<file path="src/rtl/pbus_addr_mux.sv">
// P-bus address multiplexer for the NEO-273 latch: one C and one S entry time-shared on P[19:0].
// Define PBUS_SLOT_STEAL_EN to let a channel borrow the other's idle slot.
module pbus_addr_mux #(
  parameter int SETUP_PH = 2,
  parameter int LOW_PH   = 2
) (
  input  logic        CLK_24M,
  input  logic        RESET,
  input  logic [19:0] C_ADDR,
  input  logic        C_VALID,
  output logic        C_READY,
  input  logic [15:0] S_ADDR,
  input  logic        S_VALID,
  output logic        S_READY,
  output logic [19:0] P,
  output logic        PCK1B,
  output logic        PCK2B,
  output logic        C_DONE,
  output logic        S_DONE,
  output logic [3:0]  PHASE
);

  // Slot-relative edges: strobe falls after SETUP_PH, rises at SETUP_PH+LOW_PH (must stay within 1..7).
  localparam logic [2:0] FALL_REL = 3'(SETUP_PH);
  localparam logic [2:0] RISE_REL = 3'(SETUP_PH + LOW_PH);

  logic [3:0]  r_phase;
  logic        r_c_full;
  logic        r_s_full;
  logic [19:0] r_c_buf;
  logic [15:0] r_s_buf;
  logic [19:0] r_p;
  logic        r_pck1b;
  logic        r_pck2b;
  logic        r_c_done;
  logic        r_s_done;
  logic        r_act;
  logic        r_act_s;

  logic [2:0]  w_rel;
  logic        w_slot_b;
  logic        w_load_edge;
  logic        w_load_c;
  logic        w_load_s;
  logic        w_c_acc;
  logic        w_s_acc;

  assign w_rel       = r_phase[2:0];
  assign w_slot_b    = r_phase[3];
  assign w_load_edge = (w_rel == 3'd0);

  always_comb begin
    w_load_c = w_load_edge & ~w_slot_b & r_c_full;
    w_load_s = w_load_edge &  w_slot_b & r_s_full;
`ifdef PBUS_SLOT_STEAL_EN
    if (w_load_edge & ~w_slot_b & ~r_c_full & r_s_full) w_load_s = 1'b1;
    if (w_load_edge &  w_slot_b & ~r_s_full & r_c_full) w_load_c = 1'b1;
`endif
  end

  // READY is masked by RESET so a handshake during reset is never seen as a transfer.
  assign C_READY = ~r_c_full & ~RESET;
  assign S_READY = ~r_s_full & ~RESET;
  assign w_c_acc = C_VALID & C_READY;
  assign w_s_acc = S_VALID & S_READY;

  always_ff @(posedge CLK_24M) begin
    if (RESET) begin
      r_phase  <= 4'd0;
      r_c_full <= 1'b0;
      r_s_full <= 1'b0;
      r_pck1b  <= 1'b1;
      r_pck2b  <= 1'b1;
      r_c_done <= 1'b0;
      r_s_done <= 1'b0;
      r_act    <= 1'b0;
      r_act_s  <= 1'b0;
      // A strobe cut short rises now with P held; P clears on a later reset edge.
      if (r_pck1b & r_pck2b) r_p <= 20'd0;
    end else begin
      r_phase  <= r_phase + 4'd1;
      r_c_done <= 1'b0;
      r_s_done <= 1'b0;

      if (w_c_acc) begin
        r_c_buf  <= C_ADDR;
        r_c_full <= 1'b1;
      end else if (w_load_c) begin
        r_c_full <= 1'b0;
      end

      if (w_s_acc) begin
        r_s_buf  <= S_ADDR;
        r_s_full <= 1'b1;
      end else if (w_load_s) begin
        r_s_full <= 1'b0;
      end

      if (w_load_c) begin
        r_p     <= r_c_buf;
        r_act   <= 1'b1;
        r_act_s <= 1'b0;
      end else if (w_load_s) begin
        r_p     <= {4'b0000, r_s_buf};
        r_act   <= 1'b1;
        r_act_s <= 1'b1;
      end

      if (r_act && (w_rel == FALL_REL)) begin
        if (r_act_s) r_pck2b <= 1'b0;
        else         r_pck1b <= 1'b0;
      end

      if (r_act && (w_rel == RISE_REL)) begin
        r_pck1b <= 1'b1;
        r_pck2b <= 1'b1;
        r_act   <= 1'b0;
        if (r_act_s) r_s_done <= 1'b1;
        else         r_c_done <= 1'b1;
      end
    end
  end

  assign P      = r_p;
  assign PCK1B  = r_pck1b;
  assign PCK2B  = r_pck2b;
  assign C_DONE = r_c_done;
  assign S_DONE = r_s_done;
  assign PHASE  = r_phase;

endmodule
</file>
<file path="config.mk">
export PLATFORM = sky130hd
export DESIGN_NAME = pbus_addr_mux
export DESIGN_NICKNAME = d
export VERILOG_FILES = /design/src/rtl/pbus_addr_mux.sv
export SDC_FILE = /design/constraint.sdc
export NUM_CORES = 1
export LEC_CHECK = 0
export CAP_MARGIN = 10
export CORE_ASPECT_RATIO = 0.7
export CORE_MARGIN = 4
export CORE_UTILIZATION = 40
export DETAILED_ROUTE_END_ITERATION = 8
export HOLD_SLACK_MARGIN = 0.02
export PLACE_DENSITY_LB_ADDON = 0.3
export SYNTH_ARGS = -nofsm -noshare
export SYNTH_HDL_FRONTEND = slang
export SYNTH_SLANG_ARGS = --single-unit
</file>
<file path="constraint.sdc">
create_clock -name CLK_24M -period 1.9 [get_ports CLK_24M]
set_input_delay 0.57 -clock CLK_24M [delete_from_list [all_inputs] [get_ports CLK_24M]]
set_output_delay 0.57 -clock CLK_24M [all_outputs]
set_load 0.03 [all_outputs]
</file>
==> impl_metrics.py, run 1 <==
metrics = {
    "synth": {
        "synthAdderAreaFrac_pct": 1.50,
        "ys_ff_latch": 68,
        "synth.net_count": 214,
        "seq_area_frac_synth_pct": 76.7,
        "synth_edf_count": 56,
        "synthFlopType": "edfxtp_1",
        "ys_types": 29,
        "synth-simple-area-share_pct": 11.5,
        "synth_top_family_by_area": "simple AND/OR/NAND/NOR gates",
        "syn_inst": 171,
        "ys_warn_count": 0,
        "synth_area_leaders": "edfxtp_1 67%, dfxtp_1 9.6%, nand2_1 5.4%",
        "synth.mux.area_fraction_pct": 0.399,
        "syn_area_um2": 2510,
        "synth_compound_area_share_pct": 6.49,
        "yosysTopAreaCell": "edfxtp_1",
        "async_reset_ff_share_pct": 0,
        "avgSynthCellArea_um2": 14.7,
        "synth_top_area_share_pct": 67.1,
        "yosys.area_share.xor_xnor_pct": 0.699,
    },
    "global_route": {
        "grt_use_met3_pct": 6.37,
        "grt_pass1_wl_mm": 8.08,
        "grt_overflow": 0,
        "top_usage_layer": "met2",
        "grt_use_met1_pct": 18.6,
        "first_global_vias": 1652,
        "grt_max_degree": 21,
        "grt_antenna_before_repair": 0,
        "track_usage_pct": 14.6,
        "met2_usage_pct": 22.7,
    },
    "sta": {
        "rsz0062_at_grt": "no",
        "maxSlewHeadroom_pct": 61.2,
        "min_period_ns": 1.84,
        "max_freq_mhz": 544,
        "hold_ws_ns": 0.488,
        "finalHoldViolCount": 0,
        "worst_clock_skew_ns": 0.00516,
        "setup_violations": 0,
        "min_period_over_period_pct": 96.8,
        "worstMarginPinSlew_ns": 0.582,
        "final-max-slew-violation-count": 0,
    },
    "clocking": {
        "tritoncts": "built",
        "numClockSinks": 68,
        "clk_pin_slew_worst_paths_ns": 0.07,
        "clock-root-buffer": "clkbuf_8",
        "insertion_delay_ns": 0.34,
        "h-tree-depth": 3,
        "cts_made_buffers": 9,
        "hold_buffers": 0,
        "clockBufferDepth": 2,
        "post_cts_buffers": 0,
    },
    "finish": {
        "n_antenna_cell": 0,
        "multi_input_area_um2": 541,
        "finalCoreUtilization_pct": 59.7,
        "fillCellCount": 491,
        "drive_above_1_share_pct": 17.2,
        "final_common_cell": "edfxtp_1",
        "layout_common_cells": "56 x edfxtp_1, 38 x clkdlybuf4s50_1, 36 x nand2_1",
        "fin_nets": 300,
        "seq_area_um2": 1920,
        "syn_to_final_growth_pct": 40.5,
    },
    "power_and_ir_drop": {
        "power_density_nw_per_um2": 904,
        "p_clk_share_pct": 31.5,
        "internal_power_mw": 2.37,
        "vdd_drop_max_mv": 0.388,
        "power_mw": 3.19,
        "leakagePower_nw": 1.37,
        "seqPwrFrac_pct": 54.7,
        "p_sw_mw": 0.817,
        "power_switching_share_pct": 25.7,
        "comb_power_share_pct": 13.9,
    },
    "run_status": {
        "status": "completed",
    },
    "routing": {
        "dr.pass1.iters": 4,
        "drt_iter0_markers": 44,
        "vias": 1565,
        "viasPerCell": 4.64,
        "post-route-drc-count": 0,
        "drt_wl_total_mm": 5.25,
        "wl_per_cell_um": 15.6,
        "ant_nets": 0,
    },
    "placement": {
        "portBuffers": 69,
        "place_congestion": 0.737,
        "dpl.hpwl_mm": 3.70,
    },
    "floorplan": {
        "start_util_pct": 42.5,
        "die_w_um": 103,
        "die_area_um2": 7620,
        "dieHeight_um": 74.2,
        "design.core.area_um2": 5900,
        "num_rows": 23,
        "io_pins": 70,
    },
    "worst_hold_path": {
        "hold_class": "flop to flop",
    },
    "critical_path": {
        "path_class": "input port to primary output",
        "cp-end-kind": "primary output",
        "required_ns": 1.33,
        "path_max_fanout": 4,
        "startpoint_type": "input port",
        "cp_data_arrival_time_ns": 1.27,
    },
    "flow_run": {
        "max_cap_violations": 0,
    },
}
==> cell type report <==
type	instances	share of cell area, %
clock buffers	9	3.52
clock inverters	7	1.24
inverters	2	0.213
multi-input cells	93	15.3
flip-flops and latches	68	54.6
well taps	75	2.66
repair buffers	83	22.5
==> cell usage after synthesis, drive strengths merged, types with 2 or more instances <==
library cell	count
edfxtp	56
nand2	36
a21oi	17
dfxtp	12
nor2	10
buf	7
and2	6
ha	3
nor2b	3
nor3	3
inv	2
nand2b	2
o21ai	2
==> power by group through the flow <==
stage	combinational [mW]	clock [mW]	sequential (mW)
4_1_cts	0.449	1.03	1.74
5_1_grt	0.479	1.08	1.75
6_report	0.441	1.00	1.74
3_3_place_gp	0.467	0	1.78
3_5_place_dp	0.477	0	1.78
2_1_floorplan	0.146	0	1.86
==> what timing repair did <==
item,in CTS,in global routing
gates cloned,0,0
endpoints found under the setup margin,27,3
pin swaps,0,0
resized for setup,26,3
==> critical path, stage by stage <==
cell and delay [ns]:
dlygate4sd2_1 0.28, buf_4 0.16, nor2_2 0.09, buf_4 0.17
==> kinds of logic (layout without fill, tap and decap cells) <==
group,count (synthesis),count (layout)
XOR/XNOR,2,2
adder cells (fa/ha/maj),3,3
multiplexers,1,1
buffers and inverters,10,101
AO/OA/AOI/OAI,23,23
flip-flops,68,68
AND/OR/NAND/NOR,64,64
==> through the flow <==
step	cell area (um2)	TNS, ns	instances	setup WS, ns
final	3520	0	337	0.0616
after global routing	3520	0	337	0.0205
after CTS	3510	0	337	0.00135
after detailed placement	3380	-8.73	321	-0.285
after global placement	3380	-5.35	321	-0.198
after floorplan	2510	0	171	0.107
==> final timing paths <==
check / depth (start not counted) / to / slack [ns] / from
worst min register to register: 1 / PHASE[0]$_SDFF_PP0_ / 0.49 / PHASE[0]$_SDFF_PP0_
worst max register to register: 4 / P[1]$_SDFFCE_PP0P_ / 0.17 / PHASE[0]$_SDFF_PP0_
worst min-delay path: 1 / PHASE[0]$_SDFF_PP0_ / 0.49 / PHASE[0]$_SDFF_PP0_
worst max-delay path: 4 / S_READY / 0.06 / RESET
==> flip-flops by register name (all words and copies together) (netlist names) <==
| register | count |
|---|---|
| r_c_buf | 20 |
| P | 20 |
| r_act | 1 |
| PHASE | 4 |
| PCK1B | 1 |
| r_c_full | 1 |
| PCK2B | 1 |
| r_s_buf | 16 |
| r_act_s | 1 |
| S_DONE | 1 |
| r_s_full | 1 |
| C_DONE | 1 |
==> routing by layer <==
metal  vias to the layer above  wire (um)
li1                        784          -
met1                       719       2360
met2                        53       2430
met3                         9        398
met4                         0         62
met5                         -          0
No activity file was read; power rests on OpenSTA's default activity.
==> run 2: changes to the inputs <==
- PLACE_DENSITY: not set -> 0.71
- PLACE_DENSITY_LB_ADDON: 0.3 -> not set
==> run 2 against run 1 <==
Final area grew 0.21%. Clock skew rose by 0.0015 ns. Clock-buffer cell count increased by 2. First-iteration DRC count is the same. Non-clock buffer count shrank 1. Sequential power barely moved. Combinational power rose by 1%. Final cell count is 0.59% lower. Register-to-register slack improved by 0.04 ns. Die area stayed put. Sequential share of layout area fell by 0.12 points.
==> impl_metrics.py, run 2 (synthesized netlist as in run 1, its figures left out) <==
metrics = {
    "sta": {
        "setup_violations": 0,
        "final.setup.worst_slack_ns": 0.0351,
        "min_period_ns": 1.86,
        "hold_ws_ns": 0.476,
        "worstMarginPinSlew_ns": 0.330,
        "finalHoldViolCount": 0,
        "setup_tns_ns": 0,
        "maxSlewHeadroom_pct": 77.9,
        "final-max-slew-violation-count": 0,
        "worst_clock_skew_ns": 0.00662,
        "max_freq_mhz": 536,
        "min_period_over_period_pct": 98.2,
    },
    "placement": {
        "portBuffers": 69,
        "place_congestion": 0.853,
        "dpl.hpwl_mm": 3.51,
        "post_dp_cell_area_um2": 3380,
        "dp_slack_ns": -0.253,
    },
    "clocking": {
        "cts_made_buffers": 9,
        "tritoncts": "built",
        "clock-root-buffer": "clkbuf_8",
        "insertion_delay_ns": 0.33,
        "clk_pin_slew_worst_paths_ns": 0.06,
        "clockBufferDepth": 2,
        "h-tree-depth": 3,
        "numClockSinks": 68,
    },
    "power_and_ir_drop": {
        "power_density_nw_per_um2": 884,
        "vdd_drop_max_mv": 0.464,
        "leakagePower_nw": 1.37,
    },
    "routing": {
        "vias": 1533,
        "drt_wl_total_mm": 5.03,
        "wl_per_cell_um": 15.0,
        "post-route-drc-count": 0,
        "ant_nets": 0,
        "dr.pass1.iters": 4,
        "drt_iter0_markers": 44,
        "viasPerCell": 4.58,
    },
    "critical_path": {
        "required_ns": 1.33,
        "cp_data_arrival_time_ns": 1.29,
        "path_max_fanout": 5,
        "cp-end-kind": "primary output",
        "path_class": "input port to primary output",
        "startpoint_type": "input port",
        "regToRegEndpoint": "P[9]$_SDFFCE_PP0P_",
        "r2r_slack_ns": 0.21,
        "r2r_start": "PHASE[0]$_SDFF_PP0_",
        "ff2ff_path_depth": 7,
    },
    "finish": {
        "layout_common_cells": "56 x edfxtp_1, 38 x clkdlybuf4s50_1, 36 x nand2_1",
        "n_antenna_cell": 0,
        "drive_above_1_share_pct": 16.2,
        "fillCellCount": 496,
        "final_area_um2": 3530,
        "syn_to_final_growth_pct": 40.8,
        "fin_nets": 299,
        "final_common_cell": "edfxtp_1",
        "finalCoreUtilization_pct": 59.8,
    },
    "run_status": {
        "status": "completed",
    },
    "worst_hold_path": {
        "hold_class": "flop to flop",
        "hold_start": "PHASE[0]$_SDFF_PP0_",
        "hold_depth": 1,
        "min_to": "PHASE[0]$_SDFF_PP0_",
    },
    "global_route": {
        "grt_pass1_wl_mm": 7.69,
        "first_global_vias": 1558,
        "grt_overflow": 0,
        "track_usage_pct": 14.1,
        "grt_antenna_before_repair": 0,
        "grt_max_degree": 21,
    },
    "floorplan": {
        "design.core.area_um2": 5900,
        "die_w_um": 103,
        "dieHeight_um": 74.2,
        "io_pins": 70,
        "num_rows": 23,
        "start_util_pct": 42.5,
        "die_area_um2": 7620,
    },
    "flow_run": {
        "max_cap_violations": 0,
    },
}
run 2: cell types whose count changed in the layout (fill, tap and decap cells not counted), moves of 2 or more:
cell	previous run	this run
buf_6	0	2
clkinvlp_4	3	0
buf_4	14	11
clkbuf_1	0	2
run 2: per-layer routing:
layer	track usage [%]	wire [um]	vias up
li1	-	-	777
met1	17.7	2200	690
met2	21.8	2300	60
met3	7.31	505	6
met4	3.49	35	0
met5	0	0	-
run 2: final cells by class:
class	instances	area [um2]	share of cell area, %
tap	75	93.8	2.66
clock inverter	4	17.5	0.496
multi-input combinational	93	556	15.7
sequential	68	1920	54.4
inverter	2	7.51	0.213
timing repair buffer	82	802	22.7
clock buffer	11	131	3.72
run 2: through the flow:
stage | std cells | power, mW
floorplan | 171 | 2.01
global placement | 320 | 2.24
detailed placement | 320 | 2.25
CTS | 335 | 3.16
global route | 335 | 3.26
finish | 335 | 3.12
run 2: where the power goes:
group          internal, mW  total (mW)  switching, mW  leakage (nW)
combinational         0.200       0.446          0.245         0.652
sequential             1.71        1.74         0.0333         0.638
clock                 0.453       0.930          0.477        0.0780
total                  2.36        3.12          0.756          1.37
run 2: what timing repair did:
| action | in CTS | in global routing |
|---|---|---|
| gates resized for setup | 25 | 7 |
| setup buffers | 0 | 0 |
| hold buffers | 0 | 0 |
| endpoints found under the setup margin | 26 | 24 |
run 2: critical path, cell delays in order:
cell and delay, ns:
dlygate4sd2_1 0.29, buf_4 0.18, nor2_2 0.11, buf_6 0.14
run 2: worst max-delay path by stage:
stage                                 start                    to  slack, ns
after floorplan                       RESET  r_c_buf[0]$_DFFE_PP_       0.11
after global placement                RESET   P[10]$_SDFFCE_PP0P_      -0.20
after detailed placement              RESET   P[17]$_SDFFCE_PP0P_      -0.25
after CTS                 C_DONE$_SDFF_PP0_                C_DONE    0.00002
after global routing                  RESET               C_READY      -0.01
final                                 RESET               C_READY       0.04
